## config.mk

```make
export PLATFORM = sky130hd
export DESIGN_NAME = datamem_sequencer_flat
export DESIGN_NICKNAME = d
export VERILOG_FILES = /design/src/rtl/datamem_pkg.sv /design/src/rtl/datamem_sequencer_if.sv /design/src/rtl/datamem_sequencer_sat_counter.sv /design/src/rtl/datamem_sequencer.sv /design/src/flat_wrapper.sv
export SDC_FILE = /design/constraint.sdc
export NUM_CORES = 1
export LEC_CHECK = 0
export ABC_AREA = 1
export BUFFER_PORTS_ARGS = -buffer_cell sky130_fd_sc_hd__buf_2
export CAP_MARGIN = 20
export CORE_UTILIZATION = 40
export DETAILED_ROUTE_END_ITERATION = 10
export PLACE_DENSITY = 0.84
export SLEW_MARGIN = 20
export SYNTH_ARGS = -nofsm -noshare
export SYNTH_HDL_FRONTEND = slang
export SYNTH_SLANG_ARGS = --single-unit
```

## constraint.sdc

```tcl
create_clock -name clk -period 2.1 [get_ports clk]
set_clock_uncertainty 0.1 [all_clocks]
set_input_delay 0.21 -clock clk [delete_from_list [all_inputs] [get_ports clk]]
set_output_delay 0.21 -clock clk [all_outputs]
set_load 0.02 [all_outputs]
```

## src/rtl/datamem_pkg.sv

```systemverilog
// Shared types and constants for the MEM-stage data-memory sequencer.
package datamem_pkg;

  localparam int          DATA_WIDTH_DEF = 32;
  localparam logic [31:0] TIMEOUT_RDATA  = 32'hDEAD_BEEF;

  typedef enum logic [1:0] {
    IDLE,
    WAIT,
    DONE
  } state_t;

endpackage

```

## src/rtl/datamem_sequencer_if.sv

```systemverilog
// Data-memory req/gnt/rvalid bus. The sequencer is the master; memory is the slave.
interface datamem_sequencer_if #(
  parameter int DATA_WIDTH = 32
);
  logic                  mem_req;
  logic                  mem_we;
  logic [DATA_WIDTH-1:0] mem_addr;
  logic [DATA_WIDTH-1:0] mem_wdata;
  logic                  mem_gnt;
  logic                  mem_rvalid;
  logic [DATA_WIDTH-1:0] mem_rdata;

  modport master (
    output mem_req, mem_we, mem_addr, mem_wdata,
    input  mem_gnt, mem_rvalid, mem_rdata
  );

  modport slave (
    input  mem_req, mem_we, mem_addr, mem_wdata,
    output mem_gnt, mem_rvalid, mem_rdata
  );
endinterface

```

## src/rtl/datamem_sequencer_sat_counter.sv

```systemverilog
// Saturating up-counter with synchronous clear; sticks at all-ones, never wraps.
module sat_counter #(
  parameter int W = 32
) (
  input  logic         clk,
  input  logic         rst,
  input  logic         en,
  input  logic         clr,
  output logic [W-1:0] q
);

  // Clear has priority over count; counting stops at all-ones.
  always_ff @(posedge clk or posedge rst) begin
    if (rst)                   q <= '0;
    else if (clr)              q <= '0;
    else if (en && (q != '1))  q <= q + 1'b1;
  end

endmodule

```

## src/rtl/datamem_sequencer.sv

```systemverilog
// MEM-stage data-memory sequencer: issues req/gnt accesses, stalls the upstream
// pipeline while an access is outstanding, and holds load data for MEM/WB.
// Optional feature macro: MEM_TIMEOUT_EN (watchdog that aborts a stuck access,
// returns TIMEOUT_RDATA for loads and sets sticky MemErr).
module datamem_sequencer
  import datamem_pkg::*;
#(
  parameter int DATA_WIDTH     = DATA_WIDTH_DEF,
  parameter int CNT_WIDTH      = 32,
  parameter int TIMEOUT_CYCLES = 64
) (
  input  logic                  clk,
  input  logic                  rst,
  input  logic                  MemReadM,
  input  logic                  MemWriteM,
  input  logic [DATA_WIDTH-1:0] ALUResultM,
  input  logic [DATA_WIDTH-1:0] WriteDataM,
  datamem_sequencer_if.master   mem,
  output logic                  StallM,
  output logic [DATA_WIDTH-1:0] RD,
  output logic [CNT_WIDTH-1:0]  StallCount,
  output logic                  MemErr
);

  state_t state, nxt;
  logic   access;
  logic   capture;
  logic   timeout;

  assign access        = MemReadM | MemWriteM;
  // EX/MEM is frozen by StallM, so these are stable for the whole access.
  assign mem.mem_addr  = ALUResultM;
  assign mem.mem_wdata = WriteDataM;

`ifdef MEM_TIMEOUT_EN
  localparam int TW = (TIMEOUT_CYCLES > 2) ? $clog2(TIMEOUT_CYCLES) : 1;
  logic [TW-1:0] to_cnt;

  // Counts every stalled cycle of the current access; zero whenever not stalled,
  // so each new access starts from 0.
  sat_counter #(.W(TW)) u_to_cnt (
    .clk (clk),
    .rst (rst),
    .en  (StallM),
    .clr (~StallM),
    .q   (to_cnt)
  );
`endif

  // State register; async reset drops mem_req/StallM immediately.
  always_ff @(posedge clk or posedge rst) begin
    if (rst) state <= IDLE;
    else     state <= nxt;
  end

  // Next state and combinational bus/stall outputs.
  always_comb begin
    nxt         = state;
    mem.mem_req = 1'b0;
    mem.mem_we  = 1'b0;
    StallM      = 1'b0;
    capture     = 1'b0;
    timeout     = 1'b0;
    case (state)
      IDLE: begin
        if (access) begin
          mem.mem_req = 1'b1;
          mem.mem_we  = MemWriteM;
          StallM      = 1'b1;
          if (mem.mem_gnt) nxt = MemWriteM ? DONE : WAIT;
        end
      end
      WAIT: begin
        StallM = 1'b1;
        if (mem.mem_rvalid) begin
          capture = 1'b1;
          nxt     = DONE;
        end
      end
      // One advance cycle; always back to IDLE so the finished access is never re-issued.
      DONE:    nxt = IDLE;
      default: nxt = IDLE;
    endcase
`ifdef MEM_TIMEOUT_EN
    if (StallM && (to_cnt == TW'(TIMEOUT_CYCLES - 1)) && (nxt != DONE)) begin
      timeout = 1'b1;
      nxt     = DONE;
    end
`endif
  end

  // Load data register; held across stores and idle cycles.
  always_ff @(posedge clk or posedge rst) begin
    if (rst)                       RD <= '0;
    else if (capture)              RD <= mem.mem_rdata;
    else if (timeout && MemReadM)  RD <= DATA_WIDTH'(TIMEOUT_RDATA);
  end

`ifdef MEM_TIMEOUT_EN
  // Sticky error flag, cleared only by reset.
  always_ff @(posedge clk or posedge rst) begin
    if (rst)          MemErr <= 1'b0;
    else if (timeout) MemErr <= 1'b1;
  end
`else
  assign MemErr = 1'b0;
`endif

  sat_counter #(.W(CNT_WIDTH)) u_stall_cnt (
    .clk (clk),
    .rst (rst),
    .en  (StallM),
    .clr (1'b0),
    .q   (StallCount)
  );

endmodule

```

## src/flat_wrapper.sv

```systemverilog
// flat-port wrapper written by rule: the top's interface ports become plain ports
module datamem_sequencer_flat import datamem_pkg::*;
#(
  parameter int DATA_WIDTH     = DATA_WIDTH_DEF,
  parameter int CNT_WIDTH      = 32,
  parameter int TIMEOUT_CYCLES = 64
)
  (clk, rst, MemReadM, MemWriteM, ALUResultM, WriteDataM, StallM, RD, StallCount, MemErr, mem_mem_req, mem_mem_we, mem_mem_addr, mem_mem_wdata, mem_mem_gnt, mem_mem_rvalid, mem_mem_rdata);
  datamem_sequencer_if #(.DATA_WIDTH(DATA_WIDTH)) mem_i ();
  input  logic clk;
  input  logic rst;
  input  logic MemReadM;
  input  logic MemWriteM;
  input  logic [DATA_WIDTH-1:0] ALUResultM;
  input  logic [DATA_WIDTH-1:0] WriteDataM;
  output logic StallM;
  output logic [DATA_WIDTH-1:0] RD;
  output logic [CNT_WIDTH-1:0] StallCount;
  output logic MemErr;
  output wire logic [$bits(mem_i.mem_req)-1:0] mem_mem_req;
  output wire logic [$bits(mem_i.mem_we)-1:0] mem_mem_we;
  output wire logic [$bits(mem_i.mem_addr)-1:0] mem_mem_addr;
  output wire logic [$bits(mem_i.mem_wdata)-1:0] mem_mem_wdata;
  input wire logic [$bits(mem_i.mem_gnt)-1:0] mem_mem_gnt;
  input wire logic [$bits(mem_i.mem_rvalid)-1:0] mem_mem_rvalid;
  input wire logic [$bits(mem_i.mem_rdata)-1:0] mem_mem_rdata;
  assign mem_mem_req = mem_i.mem_req;
  assign mem_mem_we = mem_i.mem_we;
  assign mem_mem_addr = mem_i.mem_addr;
  assign mem_mem_wdata = mem_i.mem_wdata;
  assign mem_i.mem_gnt = mem_mem_gnt;
  assign mem_i.mem_rvalid = mem_mem_rvalid;
  assign mem_i.mem_rdata = mem_mem_rdata;
  datamem_sequencer #(.DATA_WIDTH(DATA_WIDTH), .CNT_WIDTH(CNT_WIDTH), .TIMEOUT_CYCLES(TIMEOUT_CYCLES)) u_core (.clk(clk), .rst(rst), .MemReadM(MemReadM), .MemWriteM(MemWriteM), .ALUResultM(ALUResultM), .WriteDataM(WriteDataM), .mem(mem_i), .StallM(StallM), .RD(RD), .StallCount(StallCount), .MemErr(MemErr));
endmodule
```

==> results of run 1 <==
==> cell usage after synthesis (2+ instances only) <==
library cell               instances  share of area, %
sky130_fd_sc_hd__xnor2_1           5               1.1
sky130_fd_sc_hd__o21ai_0           5              0.63
sky130_fd_sc_hd__xor2_1            7               1.5
sky130_fd_sc_hd__mux2_2           32               9.1
sky130_fd_sc_hd__nand3b_1          2              0.38
sky130_fd_sc_hd__buf_2             3              0.38
sky130_fd_sc_hd__buf_4            68                13
sky130_fd_sc_hd__nand2_1         199                19
sky130_fd_sc_hd__nand2_2           2              0.32
sky130_fd_sc_hd__dfrtp_1          66                42
sky130_fd_sc_hd__buf_6             2              0.57
sky130_fd_sc_hd__inv_1            31               2.9
sky130_fd_sc_hd__nor2_2            4              0.63
sky130_fd_sc_hd__nor2_1           55               5.2
sky130_fd_sc_hd__nand3_1          16               2.0
==> flip-flops by register name, indices dropped and copies added, names as in the netlist <==
name and flops:
u_core.state 2, u_core.RD 32, u_core.u_stall_cnt.q 32
==> cell families after synthesis <==
group / after synthesis / synth area share (%)
muxes: 32 / 9.08
other: 1 / 0.0945
AOI/OAI and AO/OA: 9 / 1.32
and+or+nand+nor: 280 / 27.9
adders and majority gates: 1 / 0.315
xor gates and xnor gates: 12 / 2.65
DFF: 66 / 41.6
buffers and inverters: 106 / 17.0
==> through the flow <==
stage	util [%]	worst slack, ps	hold slack (ps)	std cells	area [um^2]
3_5_place_dp	44.7	205	227	679	4210
2_1_floorplan	-	135	208	507	3970
4_1_cts	50.5	179	76.8	729	4750
3_3_place_gp	44.7	276	216	679	4210
5_1_grt	50.5	41.3	92.2	729	4750
6_report	50.5	219	97.9	729	4750
==> per-layer routing <==
| layer | vias up | share of wire [%] | wire length [um] |
|---|---|---|---|
| met1 | 1627 | 40 | 4320 |
| met5 | - | 0 | 0 |
| met2 | 153 | 48 | 5120 |
| met4 | 0 | 3.0 | 325 |
| met3 | 32 | 8.7 | 926 |
| li1 | 1676 | - | - |
==> worst max-delay path by stage <==
stage                                           to
after floorplan                       u_core.RD[0]
after global placement     u_core.u_stall_cnt.q[2]
after detailed placement   u_core.u_stall_cnt.q[2]
after CTS                 u_core.u_stall_cnt.q[26]
after global routing      u_core.u_stall_cnt.q[27]
final                     u_core.u_stall_cnt.q[26]
==> power breakdown <==
group	leakage (nW)	internal, mW	switching [mW]	total (mW)
Sequential	0.846	1.66	0.258	1.91
Clock	0.0988	0.569	0.573	1.14
Combinational	1.46	0.795	1.24	2.03
Total	2.40	3.02	2.07	5.09
==> area by class of cell <==
type,instances,area [um^2],share of cell area (%)
Clock buffer,9,124,2.61
Multi-Input combinational cell,335,1650,34.6
Inverter,33,126,2.66
Clock inverter,7,82.6,1.74
Timing Repair Buffer,150,963,20.3
Sequential cell,66,1650,34.7
Tap cell,129,161,3.39
==> layout by cell type, fill, tap and decap left out, types with 9 or more instances in the layout <==
cell type and n:
sky130_fd_sc_hd__dlygate4sd3_1 34, sky130_fd_sc_hd__nand2_1 199, sky130_fd_sc_hd__buf_2 104, sky130_fd_sc_hd__buf_4 11, sky130_fd_sc_hd__inv_1 30, sky130_fd_sc_hd__nor2_1 55, sky130_fd_sc_hd__nand3_1 16, sky130_fd_sc_hd__dfrtp_1 66
sky130_fd_sc_hd__clkbuf_8 9, sky130_fd_sc_hd__mux2_2 32
==> worst min-delay path, delay by kind of cell <==
| family | cells | cell delay, ps |
|---|---|---|
| AO/OA/AOI/OAI | 1 | 80 |
| buffers and inverters | 1 | 90 |
| AND/OR/NAND/NOR | 1 | 120 |
==> timing repair <==
item / 4_1_cts / 5_1_grt
gates resized for setup: 0 / 1
endpoints found under the hold margin: 99 / 0
hold buffers: 34 / 0
setup endpoints to repair: 0 / 3
==> impl_metrics.sql, run 1 <==
INSERT INTO impl_metrics (metric_group, metric, value, unit) VALUES
('run_status', 'outcome', 'completed', ''),
('synth', 'ys.flop_type', 'sky130_fd_sc_hd__dfrtp_1', ''),
('floorplan', 'die_outline_width', '102', 'um'),
('worst_setup_path', 'worst-r2r-cell-count', '10', ''),
('detailed_routing', 'via_per_inst', '4.78', ''),
('power', 'p_leak', '2.40', 'nW'),
('global_route', 'grt_pass1_wl', '17100', 'um'),
('synth', 'synth_warn', '0', ''),
('worst_setup_path', 'worst_path_arrival', '2010', 'ps'),
('clock_network', 'cts_buffers', '9', ''),
('global_route', 'met3_usage', '6.76', '%'),
('synth', 'synth_sequential_area_ratio', '41.6', '%'),
('detailed_routing', 'antenna_left', '0', ''),
('worst_setup_path', 'worst_r2r_startpoint', 'u_core.u_stall_cnt.q[1]', ''),
('floorplan', 'placeableCoreArea', '0.00942', 'mm^2'),
('timing', 'rsz0062_at_grt', 'no', ''),
('detailed_routing', 'drt_wl_total', '10700', 'um'),
('run', 'cap_violations', '0', ''),
('global_route', 'grt-ovfl-total', '0', ''),
('worst_hold_path', 'hold_depth', '3', ''),
('detailed_routing', 'drt-pass1-iter-count', '4', ''),
('worst_setup_path', 'worstSetupEndpointType', 'flip-flop', ''),
('timing', 'achievable-frequency', '532', 'MHz'),
('detailed_routing', 'route.detailed.wl_per_inst', '14.7', 'um'),
('worst_setup_path', 'worst_setup_path_start_kind', 'flip-flop', ''),
('clock_network', 'clock-sinks', '66', ''),
('worst_setup_path', 'timing.critical_path.max_delay_family', 'simple AND/OR/NAND/NOR gates', ''),
('worst_setup_path', 'beginning_of_the_critical_path', 'u_core.u_stall_cnt.q[1]', ''),
('placement', 'gp_routability_congestion', '0.928', ''),
('global_route', 'grt_util_met2', '35.9', '%'),
('timing', 'final_min_period_over_clock_period', '89.6', '%'),
('detailed_routing', 'drc_errors', '0', ''),
('worst_setup_path', 'worst-path-stages', '10', ''),
('clock_network', 'clk_transition_reported_paths', '90', 'ps'),
('worst_setup_path', 'timing.rr.end', 'u_core.u_stall_cnt.q[26]', ''),
('global_route', 'grt.met1_usage', '26.4', '%'),
('floorplan', 'i_o_pin_cnt', '234', ''),
('floorplan', 'die_height', '102', 'um'),
('finish', 'final_nets', '698', ''),
('finish', 'layout-area-overhead-vs-synth', '19.8', '%'),
('timing', 'tns', '0', 'ps'),
('worst_setup_path', 'critical_path.cell_chain', 'ha_2, inv_2, nor2_4, nand2_2, nor2_1, nand2_1, nand2_4, inv_4, nand2_1, nand2_1', ''),
('worst_setup_path', 'timing.critical_path.buf_inv', '2', ''),
('synth', 'netlist_area', '0.00397', 'mm^2'),
('synth', 'ys_seq_elements', '66', ''),
('worst_setup_path', 'max_stage_delay', '420', 'ps'),
('floorplan', 'rows', '35', ''),
('worst_setup_path', 'worst-setup-path-type', 'flip-flop to flip-flop', ''),
('power', 'power', '5.09', 'mW'),
('synth', 'asyncSetResetFlopFracSynth', '100', '%'),
('timing', 'setup_viol_count_final', '0', ''),
('timing', 'timing_max_transition_violations_final', '0', ''),
('finish', 'fillCellCount', '889', ''),
('worst_hold_path', 'min-delay-start', 'mem_mem_rvalid', ''),
('power', 'power_density', '1070', 'mW/mm^2'),
('global_route', 'gr-max-usage-layer', 'met2', ''),
('worst_setup_path', 'critPathMostFrequentCell', 'sky130_fd_sc_hd__nand2_1', ''),
('detailed_routing', 'vias', '3488', ''),
('worst_setup_path', 'critical_path.slowest_cell', 'sky130_fd_sc_hd__dfrtp_1', ''),
('clock_network', 'worstSkewPairLatency', '350', 'ps'),
('worst_setup_path', 'r2r_setup_slack', '220', 'ps'),
('floorplan', 'initial_core_util', '42.2', '%'),
('clock_network', 'cts.repair_timing.setup_buffer_count', '0', ''),
('synth', 'synth_enable_flop_cells', '0', ''),
('worst_setup_path', 'worst-endpoint-required', '2220', 'ps'),
('global_route', 'total_track_usage', '22.0', '%'),
('synth', 'syn_nets', '610', ''),
('synth', 'syn-mean-instance-area', '7.83', 'um^2'),
('clock_network', 'tritoncts_clock_tree', 'done', ''),
('clock_network', 'library_cell_used_as_clock_root_buffer', 'sky130_fd_sc_hd__clkbuf_8', ''),
('placement', 'dp.final_hpwl', '7650', 'um');
Note: power is estimated with default switching activity, not from simulation.
==> run 2: changes to the inputs <==
--- a/config.mk
+++ b/config.mk
@@ -8,9 +8,9 @@
 export ABC_AREA = 1
 export BUFFER_PORTS_ARGS = -buffer_cell sky130_fd_sc_hd__buf_2
 export CAP_MARGIN = 20
-export CORE_UTILIZATION = 40
+export CORE_UTILIZATION = 44
 export DETAILED_ROUTE_END_ITERATION = 10
-export PLACE_DENSITY = 0.84
+export PLACE_DENSITY = 0.88
 export SLEW_MARGIN = 20
 export SYNTH_ARGS = -nofsm -noshare
 export SYNTH_HDL_FRONTEND = slang
==> constraint.sdc (replaced) <==
create_clock -name clk -period 1.8 [get_ports clk]
set_clock_uncertainty 0.1 [all_clocks]
set_input_delay 0.18 -clock clk [delete_from_list [all_inputs] [get_ports clk]]
set_output_delay 0.18 -clock clk [all_outputs]
set_load 0.02 [all_outputs]
==> impl_metrics.sql, run 2 (same netlist as run 1, synthesis figures left out) <==
INSERT INTO impl_metrics (metric_group, metric, value, unit) VALUES
('finish', 'drive_above_1_share', '32.3', '%'),
('finish', 'fillCellCount', '748', ''),
('worst_setup_path', 'max_stage_delay', '410', 'ps'),
('finish', 'seqCellArea', '0.00166', 'mm^2'),
('timing', 'period_needed', '1670', 'ps'),
('power', 'cellInternalPower', '4.03', 'mW'),
('clock_network', 'library_cell_used_as_clock_root_buffer', 'sky130_fd_sc_hd__clkbuf_8', ''),
('detailed_routing', 'antenna_left', '0', ''),
('floorplan', 'placeableCoreArea', '0.00872', 'mm^2'),
('worst_setup_path', 'worst_r2r_startpoint', 'u_core.u_stall_cnt.q[30]', ''),
('worst_setup_path', 'critical_path.cell_chain', 'nand2_1, nor2_1, nand2_1, nor2_4, nand2_1, nand2_4, buf_6, nand2_1, nand2_1', ''),
('global_route', 'total_track_usage', '23.3', '%'),
('detailed_routing', 'drc_errors', '0', ''),
('power', 'power_switching_share', '37.2', '%'),
('detailed_routing', 'drt_iter0_markers', '207', ''),
('run', 'cap_violations', '0', ''),
('timing', 'setup_viol_count_final', '0', ''),
('detailed_routing', 'via_per_inst', '4.98', ''),
('worst_setup_path', 'worst_setup_path_start_kind', 'flip-flop', ''),
('finish', 'largest_registers', 'u_core.RD (32), u_core.u_stall_cnt.q (32), u_core.state (2)', ''),
('timing', 'rsz0062_at_grt', 'no', ''),
('power', 'share_clk_of_total_power', '26.9', '%'),
('finish', 'multi_input_gate_area', '0.00168', 'mm^2'),
('finish', 'commonest_non_fill_non_tap_cells_in_the_layout', 'sky130_fd_sc_hd__nand2_1 (198), sky130_fd_sc_hd__buf_2 (104), sky130_fd_sc_hd__dfrtp_1 (61)', ''),
('worst_setup_path', 'worst_path_arrival', '1860', 'ps'),
('placement', 'dp.final_hpwl', '7490', 'um'),
('worst_setup_path', 'worst-r2r-cell-count', '9', ''),
('power', 'power_density', '1310', 'mW/mm^2'),
('finish', 'layout.cells.most_common', 'sky130_fd_sc_hd__nand2_1', ''),
('clock_network', 'ctsHtreeMaxLevel', '3', ''),
('clock_network', 'clock-sinks', '66', ''),
('worst_setup_path', 'worst-setup-path-type', 'flip-flop to flip-flop', ''),
('power', 'combinationalPowerShare', '38.3', '%'),
('detailed_routing', 'drt_wl_total', '10700', 'um'),
('global_route', 'grt_pass1_wl', '17600', 'um'),
('power', 'seq_power_share', '34.8', '%'),
('detailed_routing', 'vias', '3560', ''),
('timing', 'final_min_period_over_clock_period', '93.0', '%'),
('timing', 'achievable-frequency', '597', 'MHz'),
('power', 'vdd.ir_drop.worst', '1030', 'uV'),
('global_route', 'grt_antenna_before_repair', '0', ''),
('finish', 'final_nets', '705', ''),
('worst_setup_path', 'critPathMostFrequentCell', 'sky130_fd_sc_hd__nand2_1', ''),
('timing', 'tns', '0', 'ps'),
('worst_setup_path', 'worstSetupEndpointType', 'flip-flop', ''),
('detailed_routing', 'drt-pass1-iter-count', '4', ''),
('timing', 'fin_hold_ws', '7.12', 'ps'),
('global_route', 'grt_max_degree', '35', ''),
('worst_setup_path', 'worst-endpoint-required', '1990', 'ps'),
('worst_setup_path', 'worstSetupEndpoint', 'u_core.u_stall_cnt.q[27]', ''),
('global_route', 'grt-ovfl-total', '0', ''),
('floorplan', 'die_outline_width', '97.0', 'um'),
('worst_hold_path', 'min-delay-path-class', 'input port to flip-flop', ''),
('timing', 'timing.final.hold_violations', '0', ''),
('worst_setup_path', 'timing.rr.end', 'u_core.u_stall_cnt.q[27]', ''),
('worst_setup_path', 'r2r_setup_slack', '130', 'ps'),
('floorplan', 'die_height', '97.0', 'um'),
('global_route', 'grt_pass1_vias', '3754', ''),
('clock_network', 'number_of_buffers_on_the_longest_clock_path', '2', ''),
('finish', 'stdcell_area', '0.00490', 'mm^2'),
('worst_setup_path', 'beginning_of_the_critical_path', 'u_core.u_stall_cnt.q[30]', ''),
('placement', 'placement.cell_area', '0.00426', 'mm^2'),
('run_status', 'outcome', 'completed', ''),
('worst_setup_path', 'critical_path.slowest_cell', 'sky130_fd_sc_hd__dfrtp_2', ''),
('worst_setup_path', 'worst-path-max-fanout', '13', ''),
('finish', 'antenna-diode-count', '0', ''),
('clock_network', 'tritoncts_clock_tree', 'done', ''),
('clock_network', 'clk_transition_reported_paths', '70', 'ps'),
('floorplan', 'initial_core_util', '45.5', '%'),
('power', 'p_switching', '2.39', 'mW'),
('power', 'p_leak', '2.48', 'nW'),
('finish', 'finalCoreUtilization', '56.2', '%'),
('clock_network', 'worstSkewPairLatency', '350', 'ps'),
('placement', 'port-buffer-count', '104', ''),
('detailed_routing', 'route.detailed.wl_per_inst', '14.9', 'um'),
('finish', 'layout-area-overhead-vs-synth', '23.5', '%'),
('floorplan', 'die_outline_area', '0.00940', 'mm^2'),
('floorplan', 'i_o_pin_cnt', '234', ''),
('clock_network', 'cts_buffers', '9', ''),
('placement', 'gp_routability_congestion', '0.894', ''),
('timing', 'timing_max_transition_violations_final', '0', ''),
('floorplan', 'rows', '34', '');
## run 2: cell count changes in the layout (fill, tap and decap cells not counted), sizes merged
cell / delta
bufinv: +3
clkinvlp: -1
clkbuf: +1
inv: -5
buf: +9
dlygate4sd3: -2
clkinv: +2
## run 2: worst min-delay path by stage
stage	cells after the start	startpoint	to	slack, ps
floorplan	1	MemWriteM	u_core.state[0]	180
detailed placement	3	rst	u_core.RD[30]	230
finish	2	mem_mem_rdata[5]	u_core.RD[5]	7
global placement	3	rst	u_core.RD[26]	210
global route	2	mem_mem_rdata[4]	u_core.RD[4]	6
CTS	2	mem_mem_rdata[4]	u_core.RD[4]	3
## run 2: worst max-delay path, delay by kind of cell (launching register included)
family | cells | cell delay (ps)
flops | 1 | 410
simple gates | 8 | 920
buf+inv | 1 | 170
## run 2: per-layer routing
metal	part of all wire (%)	global-route usage, %
met1	40	27.0
met2	50	40.7
met3	7.4	5.78
met4	2.5	9.87
met5	0	0
## run 2: metrics by stage
step | cells | setup slack (ps) | power (mW)
final | 715 | 126 | 6.42
after global routing | 715 | 0.184 | 6.74
after CTS | 714 | 18.3 | 6.37
after detailed placement | 666 | 49.6 | 4.58
after global placement | 666 | 113 | 4.46
after floorplan | 507 | 51.7 | 3.99
## run 2: layout make-up
cell class	instances	share of cell area (%)
Multi-Input combinational cell	335	34.2
Timing Repair Buffer	157	20.9
Clock buffer	10	2.81
Sequential cell	66	33.8
Tap cell	108	2.76
Clock inverter	6	2.81
Inverter	33	2.70
## run 2: power by group through the flow
stage	logic, mW	clock network, mW	registers (mW)
5_1_grt	2.65	1.81	2.28
4_1_cts	2.40	1.75	2.21
6_report	2.46	1.73	2.23
3_3_place_gp	2.26	0	2.19
2_1_floorplan	1.25	0	2.74
3_5_place_dp	2.35	0	2.22
## run 2: repair_timing
item / CTS / global route
hold buffers: 32 / 0
resized for setup: 0 / 13
setup buffers: 0 / 1
endpoints found under the hold margin: 97 / 0
endpoints found under the setup margin: 0 / 32
==> run 3: changes to the inputs <==
==> constraint.sdc (replaced) <==
create_clock -name clk -period 1.55 [get_ports clk]
set_clock_uncertainty 0.1 [all_clocks]
set_input_delay 0.155 -clock clk [delete_from_list [all_inputs] [get_ports clk]]
set_output_delay 0.155 -clock clk [all_outputs]
set_load 0.02 [all_outputs]
==> impl_metrics.sql, run 3 (same netlist as run 1, synthesis figures left out) <==
INSERT INTO impl_metrics (metric_group, metric, value, unit) VALUES
('floorplan', 'die_outline_width', '97.0', 'um'),
('worst_setup_path', 'worst-setup-path-type', 'flip-flop to flip-flop', ''),
('finish', 'largest_registers', 'u_core.RD (32), u_core.u_stall_cnt.q (32), u_core.state (2)', ''),
('detailed_routing', 'via_per_inst', '5.06', ''),
('floorplan', 'initial_core_util', '45.5', '%'),
('global_route', 'grt_pass1_wl', '19100', 'um'),
('worst_setup_path', 'max_stage_delay', '380', 'ps'),
('placement', 'worst_case_setup_slack_after_placement', '-101', 'ps'),
('finish', 'fillCellCount', '705', ''),
('floorplan', 'die_height', '97.0', 'um'),
('worst_setup_path', 'timing.critical_path.max_delay_family', 'simple AND/OR/NAND/NOR gates', ''),
('placement', 'port-buffer-count', '104', ''),
('finish', 'drive_above_1_share', '39.8', '%'),
('timing', 'final_min_period_over_clock_period', '108', '%'),
('finish', 'antenna-diode-count', '0', ''),
('floorplan', 'placeableCoreArea', '0.00872', 'mm^2'),
('detailed_routing', 'route.detailed.wl_per_inst', '15.8', 'um'),
('placement', 'dp.final_hpwl', '8130', 'um'),
('timing', 'setup_viol_count_final', '30', ''),
('worst_setup_path', 'timing.rr.end', 'u_core.u_stall_cnt.q[26]', ''),
('worst_setup_path', 'critical_path.cell_chain', 'nand2_1, nor2_2, nand2_1, nor2_2, nand2_2, nand2_4, buf_12, buf_8, nand2_1, nand2_1', ''),
('timing', 'period_needed', '1670', 'ps'),
('finish', 'layout-area-overhead-vs-synth', '33.1', '%'),
('worst_setup_path', 'beginning_of_the_critical_path', 'u_core.u_stall_cnt.q[14]', ''),
('placement', 'placed_cells_incl_taps', '692', ''),
('power', 'power_switching_share', '40.4', '%'),
('power', 'seq_power_share', '34.2', '%'),
('worst_setup_path', 'worst-endpoint-required', '1740', 'ps'),
('detailed_routing', 'drt-pass1-iter-count', '5', ''),
('floorplan', 'die_outline_area', '0.00940', 'mm^2'),
('clock_network', 'clock-sinks', '66', ''),
('worst_hold_path', 'min-delay-start', 'mem_mem_rvalid', ''),
('timing', 'timing_max_transition_violations_final', '0', ''),
('finish', 'commonest_non_fill_non_tap_cells_in_the_layout', 'sky130_fd_sc_hd__nand2_1 (183), sky130_fd_sc_hd__buf_2 (102), sky130_fd_sc_hd__dfrtp_1 (64)', ''),
('floorplan', 'rows', '34', ''),
('worst_hold_path', 'min-delay-path-class', 'input port to flip-flop', ''),
('global_route', 'grt_max_degree', '67', ''),
('worst_setup_path', 'critical_path.slowest_cell', 'sky130_fd_sc_hd__dfrtp_1', ''),
('power', 'combinationalPowerShare', '45.1', '%'),
('run', 'cap_violations', '0', ''),
('worst_setup_path', 'worstSetupEndpoint', 'u_core.u_stall_cnt.q[26]', ''),
('worst_setup_path', 'critPathMostFrequentCell', 'sky130_fd_sc_hd__nand2_1', ''),
('floorplan', 'i_o_pin_cnt', '234', ''),
('power', 'cellInternalPower', '4.48', 'mW'),
('clock_network', 'library_cell_used_as_clock_root_buffer', 'sky130_fd_sc_hd__clkbuf_8', ''),
('power', 'vdd.ir_drop.worst', '1020', 'uV'),
('clock_network', 'clk_transition_reported_paths', '80', 'ps'),
('detailed_routing', 'antenna_left', '0', ''),
('power', 'share_clk_of_total_power', '20.7', '%'),
('detailed_routing', 'vias', '3828', ''),
('worst_setup_path', 'worst_path_arrival', '1860', 'ps'),
('global_route', 'total_track_usage', '25.9', '%'),
('detailed_routing', 'drt_iter0_markers', '281', ''),
('detailed_routing', 'drt_wl_total', '12000', 'um'),
('finish', 'finish.cell_count_without_fillers', '757', ''),
('clock_network', 'tritoncts_clock_tree', 'done', ''),
('clock_network', 'cts_buffers', '9', ''),
('worst_setup_path', 'worstSetupEndpointType', 'flip-flop', ''),
('global_route', 'grt_antenna_before_repair', '0', ''),
('clock_network', 'number_of_buffers_on_the_longest_clock_path', '2', ''),
('placement', 'gp_routability_congestion', '0.935', ''),
('power', 'p_switching', '3.04', 'mW'),
('worst_setup_path', 'worst_r2r_startpoint', 'u_core.u_stall_cnt.q[14]', ''),
('finish', 'layout.cells.most_common', 'sky130_fd_sc_hd__nand2_1', ''),
('timing', 'achievable-frequency', '600', 'MHz'),
('timing', 'timing.final.hold_violations', '0', ''),
('worst_setup_path', 'worst-path-stages', '10', ''),
('worst_setup_path', 'worst-path-max-fanout', '8', ''),
('worst_setup_path', 'worst_setup_path_start_kind', 'flip-flop', ''),
('power', 'p_leak', '2.71', 'nW'),
('global_route', 'grt-ovfl-total', '0', ''),
('clock_network', 'worstSkewPairLatency', '350', 'ps'),
('worst_setup_path', 'timing.critical_path.buf_inv', '2', ''),
('worst_setup_path', 'worst-r2r-cell-count', '10', ''),
('run_status', 'violations', 'negative setup slack', ''),
('timing', 'setup_slack', '-118', 'ps'),
('timing', 'rsz0062_at_grt', 'yes', ''),
('run_status', 'outcome', 'finished with violations', ''),
('power', 'power_density', '1420', 'mW/mm^2'),
('clock_network', 'ctsHtreeMaxLevel', '3', ''),
('global_route', 'grt_pass1_vias', '3958', ''),
('worst_setup_path', 'r2r_setup_slack', '-120', 'ps'),
('detailed_routing', 'drc_errors', '0', ''),
('finish', 'final_nets', '747', '');
==> run 3: worst reg2reg max path: stages (launching register included) <==
cell,delay (ps)
sky130_fd_sc_hd__dfrtp_1,380
sky130_fd_sc_hd__nand2_1,130
sky130_fd_sc_hd__nor2_2,190
sky130_fd_sc_hd__nand2_1,90
sky130_fd_sc_hd__nor2_2,130
sky130_fd_sc_hd__nand2_2,80
sky130_fd_sc_hd__nand2_4,110
sky130_fd_sc_hd__buf_12,140
sky130_fd_sc_hd__buf_8,140
sky130_fd_sc_hd__nand2_1,50
sky130_fd_sc_hd__nand2_1,70
==> run 3: what timing repair did <==
item | 4_1_cts | 5_1_grt
hold buffers | 35 | 0
endpoints found under the hold margin | 99 | 0
pin swaps | 3 | 5
cloned | 2 | 0
buffers inserted | 6 | 8
gates resized for setup | 25 | 22
setup endpoints to repair | 35 | 35
==> run 3: how the worst min path moves through the flow <==
stage                                 end  slack (ps)  cells after the start
after floorplan           u_core.state[0]         150                      1
after detailed placement     u_core.RD[6]         180                      3
after CTS                 u_core.state[0]           6                      3
final                     u_core.state[0]          10                      3
after global placement       u_core.RD[6]         170                      3
after global routing      u_core.state[0]          40                      3
==> run 3: cell type report <==
type	count	area [um^2]	share of cell area (%)
Multi-Input combinational cell	335	1740	33.0
Sequential cell	66	1650	31.3
Timing Repair Buffer	199	1400	26.5
Inverter	33	143	2.70
Tap cell	108	135	2.56
Clock buffer	9	124	2.34
Clock inverter	7	83.8	1.59
==> run 3: routing by layer <==
layer,wire [um],track usage [%],up-vias
met4,643,17.1,0
met5,0,0,-
li1,-,-,1776
met2,6070,45.1,209
met3,1000,7.44,70
met1,4260,27.2,1773
==> run 3: stage by stage <==
stage	setup TNS [ps]	total power [mW]	cell area (um^2)	hold WS, ps	utilization [%]
after floorplan	-2220	4.68	3990	153	-
after global placement	-2.34	5.34	4480	172	51.4
after detailed placement	-1760	5.48	4480	183	51.4
after CTS	-1830	7.53	5210	5.63	59.8
after global routing	-6210	7.91	5280	42.0	60.6
final	-2380	7.52	5280	14.0	60.6
==> run 3: power groups by stage <==
| stage | sequential, mW | clock, mW | combinational, mW |
|---|---|---|---|
| 3_3_place_gp | 2.54 | 0 | 2.80 |
| 4_1_cts | 2.56 | 1.58 | 3.39 |
| 5_1_grt | 2.64 | 1.67 | 3.60 |
| 3_5_place_dp | 2.58 | 0 | 2.91 |
| 6_report | 2.57 | 1.56 | 3.39 |
| 2_1_floorplan | 3.19 | 0 | 1.48 |
